**src/rtl/ext_code_seq_param.sv**
```systemverilog
// -----------------------------------------------------------------------------
// ext_code_seq_param
//
// External-trigger code sequencer. Holds DEPTH code words of CODE_W bits.
// While the (synchronised) external trigger is high, the word at the current
// run index is driven on oCode. On each trigger fall the run index steps
// down, up or holds, with wrap-around or stop-and-flag at the end of range.
//
// Ports
//   iClk             system clock
//   iRst             asynchronous, active-high reset
//   iSET_CODE_FLAG   1-cycle write strobe: storage[iSET_ADDR] <= iSET_CODE
//   iSET_CODE        write data
//   iSET_ADDR        write address (independent of the run index)
//   iSET_INDEX_FLAG  1-cycle strobe: index <= iSET_INDEX, clears oDone
//   iSET_INDEX       run index to load
//   iMODE            00 count down, 01 count up, 1x hold
//   iWRAP            1 wrap modulo DEPTH, 0 stop at end and raise oDone
//   iTrigger         asynchronous external trigger (high = output active)
//   oCode            storage[index] while active, else 0 (registered)
//   oIndex           current run index
//   oDone            sequence exhausted (stop mode only)
//   oState           sequencer state (0 idle, 1 active, 2 done) for observation
//
// Handshake: there is no valid/ready pair. Both strobes are single-cycle
// pulses that are acted on at the next rising clock edge; they are always
// accepted and never back-pressured.
// -----------------------------------------------------------------------------
module ext_code_seq_param #(
    parameter int CODE_W      = 32,
    parameter int DEPTH       = 8,
    parameter int SYNC_STAGES = 2,
    localparam int IDX_W      = $clog2(DEPTH)
) (
    input  logic              iClk,
    input  logic              iRst,
    input  logic              iSET_CODE_FLAG,
    input  logic [CODE_W-1:0] iSET_CODE,
    input  logic [IDX_W-1:0]  iSET_ADDR,
    input  logic              iSET_INDEX_FLAG,
    input  logic [IDX_W-1:0]  iSET_INDEX,
    input  logic [1:0]        iMODE,
    input  logic              iWRAP,
    input  logic              iTrigger,
    output logic [CODE_W-1:0] oCode,
    output logic [IDX_W-1:0]  oIndex,
    output logic              oDone,
    output logic [1:0]        oState
);

    typedef enum logic [1:0] {
        ST_IDLE   = 2'd0,
        ST_ACTIVE = 2'd1,
        ST_DONE   = 2'd2
    } state_t;

    // ------------------------------------------------------------------
    // Trigger synchroniser and edge detect
    // ------------------------------------------------------------------
    logic [SYNC_STAGES-1:0] sync_q;
    logic                   trig_q;
    logic                   trig_s;
    logic                   trig_rise;
    logic                   trig_fall;

    always_ff @(posedge iClk or posedge iRst) begin
        if (iRst) begin
            sync_q <= '0;
            trig_q <= 1'b0;
        end else begin
            sync_q <= {sync_q[SYNC_STAGES-2:0], iTrigger};
            trig_q <= trig_s;
        end
    end

    assign trig_s    = sync_q[SYNC_STAGES-1];
    assign trig_rise = trig_s & ~trig_q;
    assign trig_fall = ~trig_s & trig_q;

    // ------------------------------------------------------------------
    // Code storage. Deliberately not reset: contents are only meaningful
    // once written, and keeping them across a reset lets the host re-run a
    // sequence without reloading it.
    // ------------------------------------------------------------------
    logic [CODE_W-1:0] mem_q [DEPTH];

    always_ff @(posedge iClk) begin
        if (iSET_CODE_FLAG) begin
            mem_q[iSET_ADDR] <= iSET_CODE;
        end
    end

    // ------------------------------------------------------------------
    // Step computation for the trigger fall. Mode and wrap are taken from
    // the inputs in the cycle the step is applied, so a change during a
    // pulse only affects that pulse's closing step.
    // ------------------------------------------------------------------
    logic [IDX_W-1:0] index_q;
    logic [IDX_W-1:0] index_d;
    logic [IDX_W-1:0] step_index;
    logic             step_done;
    logic             at_low;
    logic             at_high;

    assign at_low  = (index_q == '0);
    assign at_high = (index_q == IDX_W'(DEPTH - 1));

    always_comb begin
        step_index = index_q;
        step_done  = 1'b0;
        if (iMODE[1]) begin
            // Hold: index unchanged and never exhausts.
            step_index = index_q;
        end else if (iMODE[0]) begin
            if (at_high) begin
                if (iWRAP) begin
                    step_index = '0;
                end else begin
                    step_done = 1'b1;
                end
            end else begin
                step_index = index_q + IDX_W'(1);
            end
        end else begin
            if (at_low) begin
                if (iWRAP) begin
                    step_index = IDX_W'(DEPTH - 1);
                end else begin
                    step_done = 1'b1;
                end
            end else begin
                step_index = index_q - IDX_W'(1);
            end
        end
    end

    // ------------------------------------------------------------------
    // Sequencer FSM
    // ------------------------------------------------------------------
    state_t            state_q;
    state_t            state_d;
    logic [CODE_W-1:0] code_q;
    logic [CODE_W-1:0] code_d;
    logic [CODE_W-1:0] rd_word;

    always_ff @(posedge iClk or posedge iRst) begin
        if (iRst) begin
            state_q <= ST_IDLE;
            index_q <= '0;
            code_q  <= '0;
        end else begin
            state_q <= state_d;
            index_q <= index_d;
            code_q  <= code_d;
        end
    end

    // A write to the word currently being driven is forwarded so that it
    // shows on oCode at the same edge that updates the storage.
    always_comb begin
        rd_word = mem_q[index_q];
        if (iSET_CODE_FLAG && (iSET_ADDR == index_q)) begin
            rd_word = iSET_CODE;
        end
    end

    always_comb begin
        state_d = state_q;
        index_d = index_q;
        code_d  = '0;

        case (state_q)
            ST_IDLE: begin
                if (trig_rise) begin
                    state_d = ST_ACTIVE;
                end
            end
            ST_ACTIVE: begin
                if (trig_fall) begin
                    state_d = ST_IDLE;
                    // An index load in the same cycle overrides the step.
                    if (!iSET_INDEX_FLAG) begin
                        index_d = step_index;
                        if (step_done) begin
                            state_d = ST_DONE;
                        end
                    end
                end
            end
            ST_DONE: begin
                // Triggers are ignored until the index is reloaded.
                state_d = ST_DONE;
            end
            default: begin
                state_d = ST_IDLE;
            end
        endcase

        if (iSET_INDEX_FLAG) begin
            index_d = iSET_INDEX;
            // Leaving DONE goes to IDLE: the sequencer restarts on the
            // next fresh trigger rise rather than mid-pulse.
            if (state_q == ST_DONE) begin
                state_d = ST_IDLE;
            end
        end

        // Output follows the next state so that the code leaves/returns to
        // zero on the same edge that the step and state change happen.
        if (state_d == ST_ACTIVE) begin
            code_d = rd_word;
        end
    end

    assign oCode  = code_q;
    assign oIndex = index_q;
    assign oDone  = (state_q == ST_DONE);
    assign oState = state_q;

endmodule
```
**config.mk**
```make
export PLATFORM = sky130hd
export DESIGN_NAME = ext_code_seq_param
export DESIGN_NICKNAME = d
export VERILOG_FILES = /design/src/rtl/ext_code_seq_param.sv
export SDC_FILE = /design/constraint.sdc
export NUM_CORES = 1
export LEC_CHECK = 0
export BUFFER_PORTS_ARGS = -buffer_cell sky130_fd_sc_hd__clkbuf_2
export CORE_UTILIZATION = 45
export DETAILED_ROUTE_END_ITERATION = 6
export PLACE_DENSITY_LB_ADDON = 0.12
export SETUP_SLACK_MARGIN = 0.05
export SYNTH_ARGS = -nofsm -noshare
export SYNTH_HDL_FRONTEND = slang
export SYNTH_SLANG_ARGS = --single-unit
```
**constraint.sdc**
```tcl
create_clock -name iClk -period 2.85 [get_ports iClk]
set_clock_uncertainty 0.1 [all_clocks]
set_input_delay 0.285 -clock iClk [delete_from_list [all_inputs] [get_ports iClk]]
set_output_delay 0.285 -clock iClk [all_outputs]
set_load 0.01 [all_outputs]
```
==> results_tabular.tex <==
\begin{tabular}{lr}
\hline
Metric & Value \\
\hline
\multicolumn{2}{l}{\textbf{Run status}} \\
\quad Result of the run & complete, no violations \\
\multicolumn{2}{l}{\textbf{Layout}} \\
\quad Commonest cells after routing, fill and taps aside & sky130\_fd\_sc\_hd\_\_edfxtp\_1, sky130\_fd\_sc\_hd\_\_clkbuf\_2, sky130\_fd\_sc\_hd\_\_mux4\_2 \\
\quad Most common cell after layout, fill and taps aside & sky130\_fd\_sc\_hd\_\_edfxtp\_1 \\
\quad Area growth syn-to-layout & 20.1\% \\
\quad Layout net count & $\sim$730 \\
\quad Fillcell total & a little under 2k \\
\quad Share of post-route cells with drive strength above 1 & 0.301 \\
\quad Antenna diode instance count & 0 \\
\quad Final standard cell utilization of the core & 0.549 \\
\multicolumn{2}{l}{\textbf{CTS}} \\
\quad Clock-pin slew reported for the worst setup and hold paths after clock tree synthesis & around 60 ps \\
\quad Quantity of gates resized following cts & 0 \\
\quad Number of buffers on the longest clock path & 3 \\
\quad Number of buffers created by CTS & 30 \\
\quad Number of H-tree levels & 1 \\
\quad Hold-fix buffers at CTS & 36 \\
\quad Clock insertion delay at the later pin of the skew report & 570 ps \\
\quad Post-CTS setup buffer count & 0 \\
\quad Clock tree root buffer cell & sky130\_fd\_sc\_hd\_\_clkbuf\_16 \\
\quad CTS tree & yes \\
\quad Count of clock tree sinks & slightly below 300 \\
\multicolumn{2}{l}{\textbf{Synth}} \\
\quad Mapped cell area & around 11000 um2 \\
\quad Count of distinct cell types in the synthesized netlist & 37 \\
\quad Number of synthesized register bits & 296 \\
\quad Synthesized Nets & approximately 600 \\
\quad Post-synthesis sequential area ratio & 0.757 \\
\quad Yosys warns & 0 \\
\quad Synthesized area per cell & 21.3 um2 \\
\quad Cells after Synth & $\sim$540 \\
\multicolumn{2}{l}{\textbf{GRT}} \\
\quad Maximum number of pins on one net before global-route repair & 49 \\
\quad Number of antenna violations at the first check in global routing & 0 \\
\quad Via count of the first global-routing pass & between 5k and 6k \\
\quad Total Routing Usage GR & 0.187 \\
\quad GRT overflow & 0 \\
\quad Wire length of the first global-routing pass & $\sim$36000 um \\
\multicolumn{2}{l}{\textbf{Routing}} \\
\quad Residual DRC count & 0 \\
\quad DRT Pass-1 Iters & 5 \\
\quad Highest metal layer used by the detailed router & met4 \\
\quad Detail-routed net length per standard cell & 22.6 um \\
\quad Aggregate routed wire length & 23400 um \\
\quad Detailed-routed wire length on met2 & between 10000 and 15000 um \\
\quad Post-detailed-route via-to-cell ratio & roughly 5.4 \\
\quad Starting DRT DRC Count & 392 \\
\quad DRT met1 WL & 10300 um \\
\quad Antenna-violating nets left & 0 \\
\quad Wire length on met3 & approximately 1000 um \\
\quad Total via count in the routed design & roughly 5.6k \\
\multicolumn{2}{l}{\textbf{Floorplanning}} \\
\quad Die span in y & about 160 um \\
\quad I/O pin count & 84 \\
\quad Initial cell density of the core & 0.457 \\
\quad CORE AREA & around 25000 um2 \\
\quad Row count & 58 \\
\quad Area of the die & about 26000 um2 \\
\quad Horizontal die dimension & roughly 160 um \\
\multicolumn{2}{l}{\textbf{Min path}} \\
\quad Origin of the worst min-delay path & iSET\_INDEX[1] \\
\quad Path class of the lowest-slack min-delay path & input port to register \\
\quad Hold path cells & 3 \\
\quad Worst hold endpoint & oIndex[1] \\
\multicolumn{2}{l}{\textbf{STA}} \\
\quad Hold violation count in the final report & 0 \\
\quad Final setup violating endpoints & 0 \\
\quad Max-slew headroom & 0.516 \\
\quad Ratio of final minimum period to clock period & 0.797 \\
\quad Transition time at the pin with the least slew margin & roughly 730 ps \\
\quad Final sum of negative setup slack & 0 ps \\
\quad Clock period minus final worst setup slack & between 2000 and 2500 ps \\
\quad Highest clock rate & 0.440 GHz \\
\quad Pins Over Slew Limit & 0 \\
\quad Setup repair after global routing missed its margin & no \\
\multicolumn{2}{l}{\textbf{Setup path}} \\
\quad R2R Setup Slk & 580 ps \\
\quad FF-to-FF path depth & 6 \\
\quad Data arrival time of the critical path & 2600 ps \\
\quad Ordered cell list for the critical path & inv\_1 > ha\_1 > or3b\_1 > a21oi\_2 > o21ai\_2 > mux2\_1 \\
\quad Worst reg2reg startpoint & oIndex[0] \\
\quad CP Max Fanout & 15 \\
\quad CP endpoint kind & register \\
\quad Max stage delay cell, worst path & sky130\_fd\_sc\_hd\_\_dfrtp\_4 \\
\quad Largest stage delay on the critical path & around 610 ps \\
\quad Data required time of the worst path & approximately 3200 ps \\
\quad Capture instance of the worst register-to-register path & oIndex[2] \\
\quad Startpoint types & register \\
\quad Classification of the worst setup path & register to register \\
\multicolumn{2}{l}{\textbf{Flow run}} \\
\quad Max-cap violations & 0 \\
\multicolumn{2}{l}{\textbf{Pwr}} \\
\quad Power per cell area & approximately 800 nW/um2 \\
\quad Static Leakage & around 5.0 nW \\
\quad VDD IR-drop max & approximately 0.00042 V \\
\multicolumn{2}{l}{\textbf{Place}} \\
\quad Final HPWL from detailed placement & roughly 13000 um \\
\quad Number of I/O port buffers & 83 \\
\quad Final GP Congestion & between 0.7 and 0.8 \\
\hline
\end{tabular}
==> per-stage QoR <==
step                      instance area, um2  hold slack (ps)  power [mW]  setup slack (ps)  instances
after floorplan                        11500              216        6.41               475        538
after global placement                 12400              183        6.90               655        944
after detailed placement               12400              194        6.93               576        944
after CTS                              13800             2.79        11.1               557       1035
after global routing                   13800             17.8        11.4               496       1035
final                                  13800             32.4        11.0               580       1035
==> area by class of cell <==
| cell class | count | area (um2) | share of cell area |
|---|---|---|---|
| Clock buffer | 40 | 848 | 0.0616 |
| Clock inverter | 15 | 216 | 0.0157 |
| Inverter | 5 | 18.8 | 0.00136 |
| Multi-Input combinational cell | 210 | 2620 | 0.190 |
| Sequential cell | 296 | 8690 | 0.631 |
| Tap cell | 330 | 413 | 0.0300 |
| Timing Repair Buffer | 139 | 976 | 0.0708 |
==> report_power, final <==
part	leakage, nW	internal (mW)	switching [mW]
combinational	1.61	0.833	0.861
sequential	2.82	5.00	0.155
clock	0.525	2.54	1.59
==> Yosys cell counts, drive strengths merged <==
cell type,count,area share
or3b,1,0.00076
a41oi,1,0.00076
xnor2,3,0.0029
a2bb2oi,1,0.00076
o21ai,2,0.0012
o22ai,1,0.00055
edfxtp,256,0.67
nand2,7,0.0023
nor3,2,0.00087
nor2,40,0.013
ha,4,0.0044
nand4,1,0.0019
nand3,1,0.00044
mux4,64,0.13
a211oi,31,0.020
o31ai,1,0.00065
buf,19,0.015
clkbuf,8,0.0044
mux2i,33,0.029
inv,5,0.0016
a21oi,6,0.0029
nor2b,2,0.0011
a21o,2,0.0013
dfrtp,40,0.087
o21bai,1,0.00065
nand2b,4,0.0022
mux2,1,0.00098
a311oi,1,0.00076
==> cells by family after synthesis <==
group	after synthesis	share of synthesized area
AO/OA/AOI/OAI	47	0.0299
buffers and inverters	32	0.0211
XOR/XNOR	3	0.00294
adder cells (fa/ha/maj)	4	0.00436
flip-flops	296	0.757
AND/OR/NAND/NOR	58	0.0226
multiplexers	98	0.162
==> critical path: cells and delay by family (launching register included) <==
family / cells / cell delay [ps]
AND/OR/NAND/NOR: 1 / 400
flip-flops: 1 / 610
buffers and inverters: 1 / 180
multiplexers: 1 / 330
adder cells (fa/ha/maj): 1 / 210
AO/OA/AOI/OAI: 2 / 320
==> flip-flops by register name (all words and copies together) (netlist names) <==
| signal | flops |
|---|---|
| mem_q | 256 |
| oCode | 32 |
| oIndex | 3 |
| oState | 2 |
| sync_q | 2 |
| trig_q | 1 |
==> layer usage <==
metal  GRT usage  up-vias
met5           0        -
met4      0.0545        0
met3      0.0294       43
met2       0.309      136
met1       0.258     2882
li1            -     2513
==> worst max path at each step <==
stage	start	to	slack, ps	depth (start not counted)
after floorplan	iSET_ADDR[2]	mem_q[1][0]	480	2
after global placement	oIndex[0]	oCode[19]	650	4
after detailed placement	oIndex[0]	oIndex[2]	580	6
after CTS	oIndex[0]	oIndex[2]	560	6
after global routing	oIndex[0]	oIndex[2]	500	6
final	oIndex[0]	oIndex[2]	580	6
Power figures use the tool's default switching activity.
